<file path="src/rtl/comms_core_arbiter_if.sv">
// Bundled requester, response and core-port signals of comms_core_arbiter.
// slave = the arbiter side, master = requesters plus core (environment) side.
interface comms_core_arbiter_if #(
  parameter int INSTRUCTION_WIDTH = 8,
  parameter int ADDRESS_WIDTH     = 24,
  parameter int VALUE_WIDTH       = 32
);
  logic [1:0]                   req_valid;
  logic [1:0]                   req_ready;
  logic [2*INSTRUCTION_WIDTH-1:0] req_instruction;
  logic [2*ADDRESS_WIDTH-1:0]   req_address;
  logic [2*VALUE_WIDTH-1:0]     req_value;

  logic [1:0]                   rsp_valid;
  logic [VALUE_WIDTH-1:0]       rsp_value;
  logic                         rsp_error;
  logic                         grant_id;

  logic                         core_valid;
  logic                         core_ready;
  logic [INSTRUCTION_WIDTH-1:0] core_instruction;
  logic [ADDRESS_WIDTH-1:0]     core_address;
  logic [VALUE_WIDTH-1:0]       core_value;
  logic                         core_rdata_valid;
  logic [VALUE_WIDTH-1:0]       core_rdata;

  modport slave (
    input  req_valid, req_instruction, req_address, req_value,
    output req_ready,
    output rsp_valid, rsp_value, rsp_error, grant_id,
    output core_valid, core_instruction, core_address, core_value,
    input  core_ready, core_rdata_valid, core_rdata
  );

  modport master (
    output req_valid, req_instruction, req_address, req_value,
    input  req_ready,
    input  rsp_valid, rsp_value, rsp_error, grant_id,
    input  core_valid, core_instruction, core_address, core_value,
    output core_ready, core_rdata_valid, core_rdata
  );
endinterface

</file>
<file path="src/rtl/comms_core_arbiter.sv">
// Round-robin arbiter passing one command at a time from two requesters to the core port.
// Define TITAN_ARB_TIMEOUT_EN to build a watchdog that abandons commands after TIMEOUT_CYCLES.
module comms_core_arbiter #(
  parameter int INSTRUCTION_WIDTH = 8,
  parameter int ADDRESS_WIDTH     = 24,
  parameter int VALUE_WIDTH       = 32,
  parameter int TIMEOUT_CYCLES    = 255
) (
  input logic                 clk,
  input logic                 rst_n,
  comms_core_arbiter_if.slave bus
);
  // state   | meaning
  // IDLE    | arbitrate; winner's command accepted this cycle
  // ISSUE   | core_valid held with latched fields until core_ready
  // WAIT_RD | read accepted by core, waiting for core_rdata_valid
  // RESPOND | one-cycle rsp_valid to the granted requester

  localparam int IW = INSTRUCTION_WIDTH;
  localparam int AW = ADDRESS_WIDTH;
  localparam int VW = VALUE_WIDTH;

  localparam logic [IW-1:0] OP_WRITE = IW'(1);
  localparam logic [IW-1:0] OP_READ  = IW'(2);

  typedef enum logic [1:0] {
    IDLE    = 2'd0,
    ISSUE   = 2'd1,
    WAIT_RD = 2'd2,
    RESPOND = 2'd3
  } state_t;

  state_t state_q, state_d;

  logic          last_grant_q;
  logic          grant_q;
  logic          win;
  logic          accept;
  logic          legal_op;
  logic          time_out;
  logic          abandon;
  logic [IW-1:0] win_instr;
  logic [AW-1:0] win_addr;
  logic [VW-1:0] win_value;
  logic [IW-1:0] instr_q;
  logic [AW-1:0] addr_q;
  logic [VW-1:0] value_q;
  logic [VW-1:0] rsp_data_q;
  logic          rsp_err_q;

  // A tie goes to the requester that did not own the port last time.
  always_comb begin
    win = 1'b0;
    if (&bus.req_valid) win = ~last_grant_q;
    else                win = bus.req_valid[1];
  end

  // Gated by rst_n so req_ready reads 0 while reset is held.
  assign accept    = rst_n && (state_q == IDLE) && (|bus.req_valid);
  assign win_instr = win ? bus.req_instruction[2*IW-1:IW] : bus.req_instruction[IW-1:0];
  assign win_addr  = win ? bus.req_address[2*AW-1:AW]     : bus.req_address[AW-1:0];
  assign win_value = win ? bus.req_value[2*VW-1:VW]       : bus.req_value[VW-1:0];
  assign legal_op  = (win_instr == OP_WRITE) || (win_instr == OP_READ);

`ifdef TITAN_ARB_TIMEOUT_EN
  localparam int TW = $clog2(TIMEOUT_CYCLES + 1);
  logic [TW-1:0] timer_q;

  always_ff @(posedge clk or negedge rst_n) begin
    if (!rst_n)                                      timer_q <= '0;
    else if (state_q == ISSUE || state_q == WAIT_RD) timer_q <= timer_q + 1'b1;
    else                                             timer_q <= '0;
  end

  // Fires in the TIMEOUT_CYCLES-th cycle spent in ISSUE/WAIT_RD.
  assign time_out = (state_q == ISSUE || state_q == WAIT_RD) &&
                    (timer_q == TW'(TIMEOUT_CYCLES - 1));
`else
  logic unused_timeout;
  assign unused_timeout = ^TIMEOUT_CYCLES;
  assign time_out       = 1'b0;
`endif

  always_comb begin
    state_d = state_q;
    abandon = 1'b0;
    case (state_q)
      IDLE: begin
        if (accept) state_d = legal_op ? ISSUE : RESPOND;
      end
      ISSUE: begin
        if (bus.core_ready) begin
          state_d = (instr_q == OP_READ) ? WAIT_RD : RESPOND;
        end else if (time_out) begin
          state_d = RESPOND;
          abandon = 1'b1;
        end
      end
      WAIT_RD: begin
        if (bus.core_rdata_valid) begin
          state_d = RESPOND;
        end else if (time_out) begin
          state_d = RESPOND;
          abandon = 1'b1;
        end
      end
      RESPOND: state_d = IDLE;
      default: state_d = IDLE;
    endcase
  end

  always_ff @(posedge clk or negedge rst_n) begin
    if (!rst_n) state_q <= IDLE;
    else        state_q <= state_d;
  end

  always_ff @(posedge clk or negedge rst_n) begin
    if (!rst_n) begin
      last_grant_q <= 1'b1;
      grant_q      <= 1'b0;
      instr_q      <= '0;
      addr_q       <= '0;
      value_q      <= '0;
      rsp_data_q   <= '0;
      rsp_err_q    <= 1'b0;
    end else begin
      if (accept) begin
        grant_q    <= win;
        instr_q    <= win_instr;
        addr_q     <= win_addr;
        value_q    <= win_value;
        rsp_data_q <= '0;
        rsp_err_q  <= ~legal_op;
      end
      if (state_q == WAIT_RD && bus.core_rdata_valid) rsp_data_q <= bus.core_rdata;
      if (abandon)                                    rsp_err_q  <= 1'b1;
      if (state_q == RESPOND)                         last_grant_q <= grant_q;
    end
  end

  always_comb begin
    bus.req_ready = 2'b00;
    bus.rsp_valid = 2'b00;
    bus.rsp_value = '0;
    bus.rsp_error = 1'b0;
    if (accept) bus.req_ready[win] = 1'b1;
    if (state_q == RESPOND) begin
      bus.rsp_valid[grant_q] = 1'b1;
      bus.rsp_value          = rsp_data_q;
      bus.rsp_error          = rsp_err_q;
    end
  end

  assign bus.grant_id         = grant_q;
  assign bus.core_valid       = (state_q == ISSUE);
  assign bus.core_instruction = instr_q;
  assign bus.core_address     = addr_q;
  assign bus.core_value       = value_q;
endmodule

</file>
<file path="src/flat_wrapper.sv">
// flat-port wrapper written by rule: the top's interface ports become plain ports
module comms_core_arbiter_flat 
#(
  parameter int INSTRUCTION_WIDTH = 8,
  parameter int ADDRESS_WIDTH     = 24,
  parameter int VALUE_WIDTH       = 32,
  parameter int TIMEOUT_CYCLES    = 255
)
  (clk, rst_n, bus_req_valid, bus_req_instruction, bus_req_address, bus_req_value, bus_req_ready, bus_rsp_valid, bus_rsp_value, bus_rsp_error, bus_grant_id, bus_core_valid, bus_core_instruction, bus_core_address, bus_core_value, bus_core_ready, bus_core_rdata_valid, bus_core_rdata);
  comms_core_arbiter_if #(.INSTRUCTION_WIDTH(INSTRUCTION_WIDTH), .ADDRESS_WIDTH(ADDRESS_WIDTH), .VALUE_WIDTH(VALUE_WIDTH)) bus_i ();
  input logic clk;
  input logic rst_n;
  input wire logic [$bits(bus_i.req_valid)-1:0] bus_req_valid;
  input wire logic [$bits(bus_i.req_instruction)-1:0] bus_req_instruction;
  input wire logic [$bits(bus_i.req_address)-1:0] bus_req_address;
  input wire logic [$bits(bus_i.req_value)-1:0] bus_req_value;
  output wire logic [$bits(bus_i.req_ready)-1:0] bus_req_ready;
  output wire logic [$bits(bus_i.rsp_valid)-1:0] bus_rsp_valid;
  output wire logic [$bits(bus_i.rsp_value)-1:0] bus_rsp_value;
  output wire logic [$bits(bus_i.rsp_error)-1:0] bus_rsp_error;
  output wire logic [$bits(bus_i.grant_id)-1:0] bus_grant_id;
  output wire logic [$bits(bus_i.core_valid)-1:0] bus_core_valid;
  output wire logic [$bits(bus_i.core_instruction)-1:0] bus_core_instruction;
  output wire logic [$bits(bus_i.core_address)-1:0] bus_core_address;
  output wire logic [$bits(bus_i.core_value)-1:0] bus_core_value;
  input wire logic [$bits(bus_i.core_ready)-1:0] bus_core_ready;
  input wire logic [$bits(bus_i.core_rdata_valid)-1:0] bus_core_rdata_valid;
  input wire logic [$bits(bus_i.core_rdata)-1:0] bus_core_rdata;
  assign bus_i.req_valid = bus_req_valid;
  assign bus_i.req_instruction = bus_req_instruction;
  assign bus_i.req_address = bus_req_address;
  assign bus_i.req_value = bus_req_value;
  assign bus_req_ready = bus_i.req_ready;
  assign bus_rsp_valid = bus_i.rsp_valid;
  assign bus_rsp_value = bus_i.rsp_value;
  assign bus_rsp_error = bus_i.rsp_error;
  assign bus_grant_id = bus_i.grant_id;
  assign bus_core_valid = bus_i.core_valid;
  assign bus_core_instruction = bus_i.core_instruction;
  assign bus_core_address = bus_i.core_address;
  assign bus_core_value = bus_i.core_value;
  assign bus_i.core_ready = bus_core_ready;
  assign bus_i.core_rdata_valid = bus_core_rdata_valid;
  assign bus_i.core_rdata = bus_core_rdata;
  comms_core_arbiter #(.INSTRUCTION_WIDTH(INSTRUCTION_WIDTH), .ADDRESS_WIDTH(ADDRESS_WIDTH), .VALUE_WIDTH(VALUE_WIDTH), .TIMEOUT_CYCLES(TIMEOUT_CYCLES)) u_core (.clk(clk), .rst_n(rst_n), .bus(bus_i));
endmodule
</file>
<file path="config.mk">
export PLATFORM = sky130hd
export DESIGN_NAME = comms_core_arbiter_flat
export DESIGN_NICKNAME = d
export VERILOG_FILES = /design/src/rtl/comms_core_arbiter_if.sv /design/src/rtl/comms_core_arbiter.sv /design/src/flat_wrapper.sv
export SDC_FILE = /design/constraint.sdc
export NUM_CORES = 1
export LEC_CHECK = 0
export CORE_MARGIN = 5
export CORE_UTILIZATION = 38
export DETAILED_ROUTE_END_ITERATION = 8
export PLACE_DENSITY = 0.91
export SLEW_MARGIN = 30
export SYNTH_ARGS = -nofsm -noshare
export SYNTH_HDL_FRONTEND = slang
export SYNTH_SLANG_ARGS = --single-unit
</file>
<file path="constraint.sdc">
create_clock -name clk -period 2.1 [get_ports clk]
set_clock_uncertainty 0.05 [all_clocks]
set_input_delay 0.21 -clock clk [delete_from_list [all_inputs] [get_ports clk]]
set_output_delay 0.21 -clock clk [all_outputs]
set_load 0.005 [all_outputs]
</file>
==> out/metrics.csv, run 1 <==
stage,metric,value,unit
status,status,completed,
logic_synthesis,synth_area_per_cell,10.2,sq um
sta,setup_viol,0,
die,initial_utilization,0.392,
die,ios,269,
sta,setup-tns-final,0,ns
die,rows,39,
critical_path,cp-end-kind,primary output,
clock_tree,root_buffer,clkbuf_16,
cells_and_area,antennaDiodeCount,0,
clock_tree,cts_buffer_depth,2,
clock_tree,clk_pin_slew,0.07,ns
drt,detail_route.vias_per_cell,5.37,
logic_synthesis,synthTopCellsByCount,"dfrtp_1, nand2_1, inv_1, a222oi_1, o21ai_1",
cells_and_area,drive_gt1_frac,0.0674,
cells_and_area,regArea,0.00253,sq mm
global_route,grt_util_all_layers,0.222,
logic_synthesis,ys_types,31,
critical_path,crit_fanout,3,
run,maxCapViolations,0,
critical_path,cp.required,1.84,ns
global_route,grt_max_degree,65,
logic_synthesis,synth.largest_area_cell,dfrtp_1,
logic_synthesis,yosys.cell_count.top_type,dfrtp_1,
critical_path,cp-start-kind,input port,
drt,routed.top_layer,met4,
critical_path,critPathArrivalTime,1.78,ns
logic_synthesis,ys.flop_type,dfrtp_1,
cells_and_area,multi_input_area,0.00164,sq mm
drt,routed-wl-met2,8520,um
placement,io_buffers,268,
logic_synthesis,yosys_register_bits,101,
drt,ant_nets,0,
drt,wl,16300,um
logic_synthesis,syn_area,0.00451,sq mm
clock_tree,cts_buffers,9,
global_route,grt_pass1_wl,25300,um
global_route,grt-ovfl-total,0,
drt,wl_per_cell,19.0,um
clock_tree,cts_tree,built,
global_route,grt_pass1_vias,4899,
sta,slew_viol_final,0,
logic_synthesis,synth_top_cell_area_share,0.554,
drt,drc,0,
logic_synthesis,ys_async_sr_fraction,1.00,
sta,layout_worst_path_cycle_share,0.969,
die,coreArea,0.0115,sq mm
power,ir_drop,0.000786,V
cells_and_area,area_delta_synth_final,72.9,%
sta,relSlewSlack,0.475,
die,fp.dieW,119,um
sta,whs,0.351,ns
cells_and_area,nFillCells,839,
hold_path,min_path_type,input port to flip-flop,
drt,dr.pass1.iters,8,
sta,worstMarginPinSlew,0.788,ns
drt,met1_length,5700,um
power,p_total,9450,uW
power,power_density,1210,mW/mm^2
cells_and_area,layout.nets,878,
placement,post-dp-hpwl,12200,um
die,fp.dieArea,0.0142,sq mm
placement,gp_congestion,0.810,
clock_tree,htreeDepth,3,
die,dieHeight,119,um
cells_and_area,fin_util,0.678,
critical_path,reg2reg_slack,0.10,ns
clock_tree,insertion_delay,0.34,ns
logic_synthesis,yosys_warnings,0,
sta,hold_viol_final,0,
power,leakagePower,0.00362,uW
drt,drtIter0Drc,466,
placement,place_ws,0.0179,ns
global_route,antenna_found_initial,0,
critical_path,critical_path_class,input port to primary output,
sta,min_period,2.04,ns
drt,wl_met3,1690,um
logic_synthesis,synth_edf_count,0,
sta,fmax,491,MHz
logic_synthesis,seq_area_frac_synth,0.560,
clock_tree,clkSinkCount,101,
logic_synthesis,syn_nets,614,
sta,layout_setup_ws,0.0648,ns
logic_synthesis,synthTopCellsByArea,"dfrtp_1, a222oi_1, nand2_1",
logic_synthesis,syn_inst,443,
drt,vias,4592,
cells by family after synthesis:
group / Yosys count / share of synthesized area
XOR/XNOR: 2 / 0.00388
multiplexers: 9 / 0.0202
AND/OR/NAND/NOR: 125 / 0.129
buffers and inverters: 96 / 0.0862
AO/OA/AOI/OAI: 105 / 0.186
adder cells (fa/ha/maj): 5 / 0.0139
flip-flops: 101 / 0.560
per-stage QoR:
step	instance area [sq um]	cells
2_1_floorplan	4510	443
3_3_place_gp	7380	831
3_5_place_dp	7380	831
4_1_cts	7730	850
5_1_grt	7800	855
6_report	7800	855
worst max-delay path, stage by stage:
cell and delay [ns]:
clkdlybuf4s50_1 0.55, a21boi_1 0.26, and3_4 0.25, clkdlybuf4s50_1 0.51
sequential cells by signal (all words and copies together), names as in the netlist:
register,count
u_core.bus.core_instruction,8
u_core.bus.grant_id,1
u_core.rsp_data_q,32
u_core.bus.core_value,32
u_core.bus.core_address,24
u_core.state_q,2
u_core.rsp_err_q,1
u_core.last_grant_q,1
area by class of cell:
class	instances	share of cell area
repair buffers	288	0.375
flip-flops and latches	101	0.324
multi-input cells	246	0.210
inverters	61	0.0298
clock buffers	10	0.0293
well taps	143	0.0229
clock inverters	6	0.00914
placed cells by master, fill, tap and decap left out, types with 2 or more instances in the layout:
| cell | count |
|---|---|
| nor4_1 | 3 |
| clkinv_4 | 2 |
| nor2_1 | 4 |
| a21boi_1 | 3 |
| ha_4 | 2 |
| mux2i_1 | 8 |
| xor2_1 | 2 |
| clkbuf_16 | 10 |
| buf_4 | 14 |
| nand2_1 | 75 |
| o21ai_1 | 41 |
| dlymetal6s2s_1 | 5 |
| inv_1 | 58 |
| dfrtp_2 | 2 |
| ha_1 | 3 |
| dfrtp_1 | 98 |
| buf_12 | 5 |
| a222oi_1 | 57 |
| clkdlybuf4s50_1 | 262 |
| and2_1 | 34 |
| clkinvlp_4 | 2 |
power breakdown:
group          switching (uW)  total (uW)  internal (uW)
Clock                     730        1660            932
Combinational            1770        4440           2670
Sequential                533        3350           2820
Total                    3030        9450           6420
worst paths after layout:
check | from | to | cells past startpoint
min in group asynchronous | rst_n | u_core.bus.core_address[0]$_DFFE_PN0P_ | 3
max in group asynchronous | rst_n | u_core.state_q[0]$_DFFE_PN0P_ | 3
worst max-delay path | bus_req_valid[1] | bus_req_ready[1] | 4
worst max register to register | u_core.state_q[0]$_DFFE_PN0P_ | u_core.state_q[0]$_DFFE_PN0P_ | 7
worst min-delay path | bus_core_rdata[30] | u_core.rsp_data_q[30]$_DFFE_PN0P_ | 3
worst min register to register | u_core.rsp_err_q$_DFFE_PN0P_ | u_core.rsp_err_q$_DFFE_PN0P_ | 2
per-layer routing:
metal | vias to the layer above | global-route usage
met5 | - | 0
met2 | 282 | 0.406
li1 | 2080 | -
met1 | 2203 | 0.230
met3 | 27 | 0.0953
met4 | 0 | 0.0630
what timing repair did:
action / 4_1_cts / 5_1_grt
buffers inserted: 2 / 4
setup endpoints to repair: 35 / 23
gates cloned: 0 / 1
hold endpoints to repair: 38 / 0
resized for setup: 9 / 6
pin swaps: 1 / 2
hold buffers: 1 / 0
(Power assumes the default switching activity.)
==> inputs of run 2 (changes only) <==
--- a/config.mk
+++ b/config.mk
@@ -7,8 +7,9 @@
 export LEC_CHECK = 0
 export CORE_MARGIN = 5
 export CORE_UTILIZATION = 38
+export CTS_CLUSTER_DIAMETER = 40
 export DETAILED_ROUTE_END_ITERATION = 8
-export PLACE_DENSITY = 0.91
+export PLACE_DENSITY = 0.88
 export SLEW_MARGIN = 30
 export SYNTH_ARGS = -nofsm -noshare
 export SYNTH_HDL_FRONTEND = slang
==> out/metrics.csv, run 2 (synthesis gave the netlist of run 1 again) <==
stage,metric,value,unit
critical_path,cp-end-kind,primary output,
critical_path,critPathArrivalTime,1.80,ns
die,dieHeight,119,um
clock_tree,cts_tree,built,
critical_path,crit_fanout,7,
sta,relSlewSlack,0.491,
cells_and_area,antennaDiodeCount,0,
power,swShare,0.312,
sta,whs,0.363,ns
clock_tree,insertion_delay,0.33,ns
drt,drc,0,
global_route,grt_max_degree,62,
placement,gp_congestion,0.838,
cells_and_area,drive_gt1_frac,0.0714,
drt,routed.top_layer,met4,
cells_and_area,layout.cells.non_filler,857,
drt,wl_met3,1380,um
sta,worstMarginPinSlew,0.763,ns
power,switchingPower,3020,uW
die,coreArea,0.0115,sq mm
critical_path,critical_path_class,flip-flop to primary output,
die,ios,269,
cells_and_area,layout_commonest_cell,clkdlybuf4s50_1,
power,leakagePower,0.00381,uW
cells_and_area,area_delta_synth_final,74.8,%
drt,drtIter0Drc,420,
sta,slew_viol_final,0,
status,status,completed,
clock_tree,cts_buffer_depth,2,
sta,hold_viol_final,0,
hold_path,min_path_type,input port to flip-flop,
global_route,grt_util_all_layers,0.216,
cells_and_area,fin_util,0.685,
critical_path,cp-start-kind,flip-flop,
die,initial_utilization,0.392,
cells_and_area,layout.nets,880,
drt,vias,4490,
clock_tree,cts_buffers,9,
power,pwr-share-comb,0.459,
global_route,grt-ovfl-total,0,
placement,io_buffers,268,
placement,post-dp-hpwl,11900,um
die,fp.dieW,119,um
global_route,grt_pass1_vias,4818,
clock_tree,htreeDepth,3,
cells_and_area,mostFrequentLayoutCells,"clkdlybuf4s50_1, dfrtp_1, nand2_1",
clock_tree,clkSinkCount,101,
power,ir_drop,0.000584,V
sta,layout_worst_path_cycle_share,0.983,
sta,fmax,484,MHz
drt,wl,15900,um
drt,wl_per_cell,18.5,um
power,cellInternalPower,6670,uW
global_route,grt_pass1_wl,24900,um
run,maxCapViolations,0,
sta,min_period,2.06,ns
clock_tree,root_buffer,clkbuf_16,
power,clkPwrFrac,0.196,
drt,detail_route.vias_per_cell,5.24,
power,power_density,1230,mW/mm^2
placement,dpl.cell_count,832,
power,power_frac_seq,0.345,
sta,setup_viol,0,
global_route,antenna_found_initial,0,
drt,dr.pass1.iters,9,
drt,ant_nets,0,
die,rows,39,
clock_tree,clk_pin_slew,0.06,ns
drt,routed-wl-met2,8090,um
die,fp.dieArea,0.0142,sq mm
critical_path,cp.required,1.84,ns
drt,met1_length,6000,um
run 2: changes by cell type in the layout (fill, tap and decap cells not counted), sizes merged, moves of 2 or more:
cell	previous run	this run
clkdlybuf4s50	262	242
dlygate4sd2	0	16
dlymetal6s2s	5	9
bufinv	1	3
run 2: what timing repair did:
action,in CTS,in global routing
endpoints found under the setup margin,37,21
gates resized for setup,21,15
cloned,0,2
hold endpoints to repair,39,0
hold buffers,1,0
setup buffers,1,5
pin swaps,1,0
run 2: critical path, cell delays in order, from the launching register on:
cell             delay [ns]
dfrtp_1                0.39
buf_6                  0.12
ha_4                   0.18
clkbuf_16              0.16
and2_1                 0.12
clkdlybuf4s50_1        0.50
run 2: per-stage QoR:
step / power (uW) / setup slack (ns) / setup TNS (ns) / area (sq um)
after floorplan: 5020 / 0.323 / 0 / 4510
after CTS: 9530 / -0.00288 / -0.00343 / 7760
after global routing: 10300 / -0.00475 / -0.0155 / 7890
final: 9690 / 0.0353 / 0 / 7890
after global placement: 7400 / 0.155 / 0 / 7400
after detailed placement: 7610 / 0.0461 / 0 / 7400
run 2: layout make-up:
type                    count  area (sq um)
flip-flops and latches    101          2530
repair buffers            290          2960
inverters                  61           233
clock buffers               9           225
fillers                   864          3630
well taps                 143           179
multi-input cells         246          1640
clock inverters             7           120
run 2: power by group through the flow:
stage	registers [uW]	clock network, uW	logic (uW)
after floorplan	3290	0	1730
after global placement	3270	0	4140
after detailed placement	3330	0	4280
after CTS	3310	1940	4270
after global routing	3440	2020	4880
final	3340	1900	4450
run 2: final timing paths:
| kind | to | startpoint | slack [ns] | depth (start not counted) |
|---|---|---|---|---|
| hold reg to reg | u_core.rsp_err_q$_DFFE_PN0P_ | u_core.rsp_err_q$_DFFE_PN0P_ | 0.43 | 2 |
| max in group asynchronous | u_core.state_q[1]$_DFFE_PN0P_ | rst_n | 0.86 | 3 |
| setup / recovery | bus_rsp_value[10] | u_core.state_q[0]$_DFFE_PN0P_ | 0.04 | 5 |
| min in group asynchronous | u_core.bus.core_value[30]$_DFFE_PN0P_ | rst_n | 0.51 | 3 |
| setup reg to reg | u_core.state_q[0]$_DFFE_PN0P_ | u_core.state_q[0]$_DFFE_PN0P_ | 0.19 | 6 |
| hold / removal | u_core.rsp_data_q[30]$_DFFE_PN0P_ | bus_core_rdata[30] | 0.36 | 3 |
run 2: metal layers:
layer / vias to the layer above / GRT usage
li1: 2091 / -
met1: 2144 / 0.246
met2: 225 / 0.371
met3: 30 / 0.0777
met4: 0 / 0.0847
met5: - / 0
==> edit 1: new RTL, settings of run 2 <==
The option `TITAN_ARB_TIMEOUT_EN` is turned on by a define.
--- a/src/rtl/comms_core_arbiter.sv
+++ b/src/rtl/comms_core_arbiter.sv
@@ -1,5 +1,7 @@
 // Round-robin arbiter passing one command at a time from two requesters to the core port.
 // Define TITAN_ARB_TIMEOUT_EN to build a watchdog that abandons commands after TIMEOUT_CYCLES.
+`define TITAN_ARB_TIMEOUT_EN
+
 module comms_core_arbiter #(
   parameter int INSTRUCTION_WIDTH = 8,
   parameter int ADDRESS_WIDTH     = 24,
Behaviour: no difference found for any inputs over 10 cycles, from zero or initial values and one cycle with rst_n low; that may be too few to reach the edited logic, so the function may still have changed.
==> edit 1 against run 2 <==
  * The flow now finishes with violations (DRC, hold timing)
  * Wire length up 4.5%
  * Power is 0.60% lower
  * Synthesized area increased by 9.6%
  * Non-clock buffer count fell by 6
  * Sequential cell count is 8 higher
  * Cell area is 3.6% higher
  * Cell count is 7.0% higher
  * Worst hold slack got worse by 0.38 ns
  * Critical path depth down 1
  * Setup slack improved by 0.011 ns
  * Global-route usage is 0.33 points lower
  * Sequential power increased by 7.5%
  * Via count grew 6.1%
==> edit 1: results (changes against run 2) <==
## Yosys
- 481 — number of standard cells after synthesis, +8.6%
- sky130_fd_sc_hd__dfrtp_1 55%, sky130_fd_sc_hd__a222oi_1 11%, sky130_fd_sc_hd__nand2_1 5.7% — largest cells by area after synthesis
- 655 — Syn Nets, +6.7%
- 55.1% — sequential share of the synthesized area, -0.88 points
- 36 — post-synthesis cell type count, +16%
- 100% — proportion of register bits with asynchronous set or reset after synthesis, unchanged
- 108 x sky130_fd_sc_hd__dfrtp_1, 75 x sky130_fd_sc_hd__nand2_1, 60 x sky130_fd_sc_hd__inv_1 — most frequent cells after synthesis

## Cells and area
- 989 — Filler Cells Inserted, +14%
- 22.8% — fraction of standard cell area in multi-input logic, +2.1 points
- 915 — number of nets in the layout, +4.0%
- 3.28% — clock-cell share of area, -1.1 points
- 35.0% — fraction of area in non-clock buffers, -2.5 points
- 33.4% — sequential cell area share, +1.4 points
- 284 — number of ordinary and repair buffers in the finished layout, -2.1%
- 11 — number of clock buffers in the layout, +2
- 277 — multi-input combinational cell count, +13%
- 60 — count of inverters not on the clock network in the layout, -1.6%

## Outcome
- complete, but fails checks — run status
- DRC, hold timing — violated checks

## Routing
- 8460 um — total met2 wirelength after detailed routing, +4.5%
- 9 — detailed-routing iteration count for the pre-antenna-repair pass, unchanged
- 2 — number of design rule violations left after detail routing, +2
- 18.1 um — per-cell routed wire length, -2.4%
- 496 — drt initial violations, +18%
- 4,765 — via count, +6.1%

## GRT
- 23.4% — met1 usage, -1.2 points
- 21.3% — total track usage, -0.33 points
- 37.2% — GR Layer Usage met2, +0.071 points
- 65 — pin count of the biggest net entering global routing, +4.8%

## Placement
- 900 — number of instances in the placed design, +8.2%
- 12,500 um — post-detail-place hpwl, +5.4%
- 0.0257 ns — Place WS, -0.0205 ns
- 0.920 — RePlAce Congestion, +9.8%

## STA
- -0.0158 ns — worst hold slack, -0.379 ns
- 18 — Final Hold Vio Count, +18
- 0.745 ns — pin slew with the least headroom to its limit, -0.0186 ns

## Power and ir drop
- 631 uV — maximum resistive drop on vdd, +8.0%
- 37.2% — Flop pwr share, +2.7 points
- 3.13 mW — net switching power figure, +3.6%

## Worst hold path
- in2async — Hold Path Class

## Worst setup path
- 0.51 ns — CP peak stage delay
- 4 — highest fanout seen on the critical path, -3

## CTS
- 9 — count of cells resized by post-cts repair, -57%
- 2 — Post-CTS Repair Setup Buffers, +1

[edit 1: cell types whose count changed after synthesis, moves of 3 or more]
| cell | run 2 | this run |
|---|---|---|
| sky130_fd_sc_hd__nand3_1 | 1 | 4 |
| sky130_fd_sc_hd__dfrtp_1 | 100 | 108 |
| sky130_fd_sc_hd__o211ai_1 | 0 | 3 |
| sky130_fd_sc_hd__nor2b_1 | 1 | 5 |
| sky130_fd_sc_hd__and2_1 | 35 | 41 |
| sky130_fd_sc_hd__ha_1 | 5 | 8 |
| sky130_fd_sc_hd__xnor2_1 | 0 | 5 |
[edit 1: worst paths after layout]
check | startpoint | end | slack (ns) | cells past startpoint
min in group clk | bus_core_rdata[20] | u_core.rsp_data_q[20] | 0.35 | 3
setup / recovery | u_core.state_q[0] | bus_req_ready[1] | 0.05 | 4
max in group asynchronous | rst_n | u_core.state_q[0] | 1.45 | 2
setup reg to reg | u_core.state_q[0] | u_core.rsp_data_q[6] | 0.25 | 7
hold / removal | rst_n | u_core.bus.core_value[6] | -0.02 | 2
hold reg to reg | u_core.rsp_data_q[14] | u_core.rsp_data_q[14] | 0.46 | 2
[edit 1: kinds of logic after synthesis]
logic type	Yosys count	synth area share, %
compound gates	110	17.7
xor+xnor	8	1.42
fa+ha+maj	8	2.02
buf+inv	95	7.96
flops	109	55.1
mux	9	1.85
simple gates	142	13.9
[edit 1: through the flow]
step / util, % / power (mW) / hold slack (ns)
2_1_floorplan: - / 5.35 / -0.136
3_3_place_gp: 61.9 / 7.71 / 0.364
3_5_place_dp: 61.9 / 7.94 / 0.376
4_1_cts: 64.4 / 9.67 / 0.00830
5_1_grt: 64.5 / 10.3 / 0.0491
6_report: 64.5 / 9.63 / -0.0158
==> edit 2: new RTL, flow settings as in run 2 <==
Without the edit above. Re-encode `state_t` (4 states) as one-hot, 4 bits wide.
--- a/src/rtl/comms_core_arbiter.sv
+++ b/src/rtl/comms_core_arbiter.sv
@@ -23,11 +23,11 @@
   localparam logic [IW-1:0] OP_WRITE = IW'(1);
   localparam logic [IW-1:0] OP_READ  = IW'(2);
 
-  typedef enum logic [1:0] {
-    IDLE    = 2'd0,
-    ISSUE   = 2'd1,
-    WAIT_RD = 2'd2,
-    RESPOND = 2'd3
+  typedef enum logic [3:0] {
+    IDLE    = 4'b0001,
+    ISSUE   = 4'b0010,
+    WAIT_RD = 4'b0100,
+    RESPOND = 4'b1000
   } state_t;
 
   state_t state_q, state_d;
Check against the original RTL: no difference found for any inputs over 10 cycles, from zero or initial values and one cycle with rst_n low; not proved beyond that.
==> edit 2 against run 2 <==
  * Synthesized area is 0.39% higher
  * First-iteration DRC count is 27% lower
  * Setup slack improved by 0.020 ns
  * Cell area increased by 0.78%
  * Wire length up 7.8%
  * Sequential cell count increased by 2
  * Synthesized cell count decreased by 0.68%
  * Count of clock-buffer cells in the layout rose by 1
  * Largest cell class unchanged
Power is not compared: it rests on default switching activity, and its combinational part moved more than twofold at a synthesized area within 25%.
==> edit 2: results (changes against run 2) <==
## GRT
- 54 — pin count of the biggest net entering global routing, -13%
- 0 — total congestion overflow, unchanged
- 4,748 — vias in the first global route, -1.5%
- 22.5% — total track usage, +0.89 points
- 25,300 um — first-pass GRT wire length, +2.0%
- 0 — antenna violations before repair, unchanged

## Worst setup path
- 1.79 ns — arrival time at the worst endpoint
- simple AND/OR/NAND/NOR gates — delay-heaviest family, CP
- u_core.state_q[3] — worst setup path startpoint
- 2 — highest fanout seen on the critical path, -5
- sky130_fd_sc_hd__or4b_4 — slowest CP cell
- 0.54 ns — CP peak stage delay, +0.04 ns

## Cells and area
- 889 — number of nets in the layout, +1.0%
- 75.4% — area growth from synthesis to layout
- 844 — Filler Cells Inserted, -2.3%
- 871 — post-route non-filler standard cell count, +1.6%
- 13.7% — layout cell share with drive strength beyond 1, +6.6 points

## CTS
- 91 — count of cells resized by post-cts repair, +330%
- 3 — number of levels the H-tree was split into, unchanged
- 0.35 ns — Skew-Pair Late Insertion Delay, +0.02 ns
- 6 — Post-CTS Repair Setup Buffers, +5

## Routing
- 17,100 um — Total Wirelength, +7.8%
- 4,616 — via count, +2.8%
- 5 — detailed-routing iteration count for the pre-antenna-repair pass, -4
- 307 — drt initial violations, -27%

## Placement
- 12,200 um — post-detail-place hpwl, +2.7%
- 0.824 — RePlAce Congestion, -1.6%
- 0.00744 mm^2 — total cell area at the placement stage, +0.64%
- 840 — number of instances in the placed design, +0.96%
- -0.113 ns — Place WS, -0.160 ns

## Yosys
- 100% — proportion of register bits with asynchronous set or reset after synthesis, unchanged
- 37 — post-synthesis cell type count, +19%
- 0.387% — fraction of synthesized cell area in xor and xnor cells, -0.0015 points
- 120 x sky130_fd_sc_hd__nand2_1, 101 x sky130_fd_sc_hd__dfrtp_1, 56 x sky130_fd_sc_hd__a22oi_1 — most frequent cells after synthesis
- 2.26% — multiplexer area fraction after synthesis, +0.24 points
- 10.3 um^2 — mean cell area of the mapped netlist, +1.1%
- sky130_fd_sc_hd__dfrtp_1 56%, sky130_fd_sc_hd__nand2_1 9.9%, sky130_fd_sc_hd__a22oi_1 9.3% — largest cells by area after synthesis
- 17.9% — area fraction in compound gates after synthesis, -0.68 points
- 606 — Syn Nets, -1.3%
- 56.9% — sequential share of the synthesized area, +0.92 points
- 0% — Adder-Cell Fraction of Synth Area, -1.4 points

## Outcome
- complete, no violations — run status

## STA
- 0.725 ns — pin slew with the least headroom to its limit, -0.0381 ns

## Worst hold path
- u_core.bus.core_address[14] — origin of the worst min-delay path
- reg2reg — Hold Path Class

## Power and ir drop
- 560 uV — maximum resistive drop on vdd
- 3.69 nW — cell leakage power

[edit 2: metal layers]
layer  track usage (%)  wire (um)  vias up
li1                  -          -     2114
met1              25.0       6400     2229
met2              40.3       8660      246
met3              7.87       1670       27
met4              7.31        371        0
met5                 0          0        -
[edit 2: final cells by class]
class                   instances  share of cell area (%)
clock inverters                 6                    1.45
multi-input cells             303                    23.5
clock buffers                  10                    2.88
well taps                     143                    2.25
repair buffers                304                    37.4
inverters                       2                  0.0944
flip-flops and latches        103                    32.5
[edit 2: final timing paths]
check                      slack [ns]                             end  depth (start not counted)
min in group asynchronous        0.55  u_core.bus.core_instruction[0]                          3
max in group asynchronous        0.37            u_core.rsp_data_q[7]                          4
max                              0.05                bus_req_ready[0]                          4
min reg2reg                      0.41     u_core.bus.core_address[14]                          2
max reg2reg                      0.05  u_core.bus.core_instruction[4]                          6
min                              0.41     u_core.bus.core_address[14]                          2
[edit 2: report_power, final]
group,internal (mW),switching (mW)
Sequential,2.38,0.250
Clock,1.17,0.743
Combinational,1.26,0.810
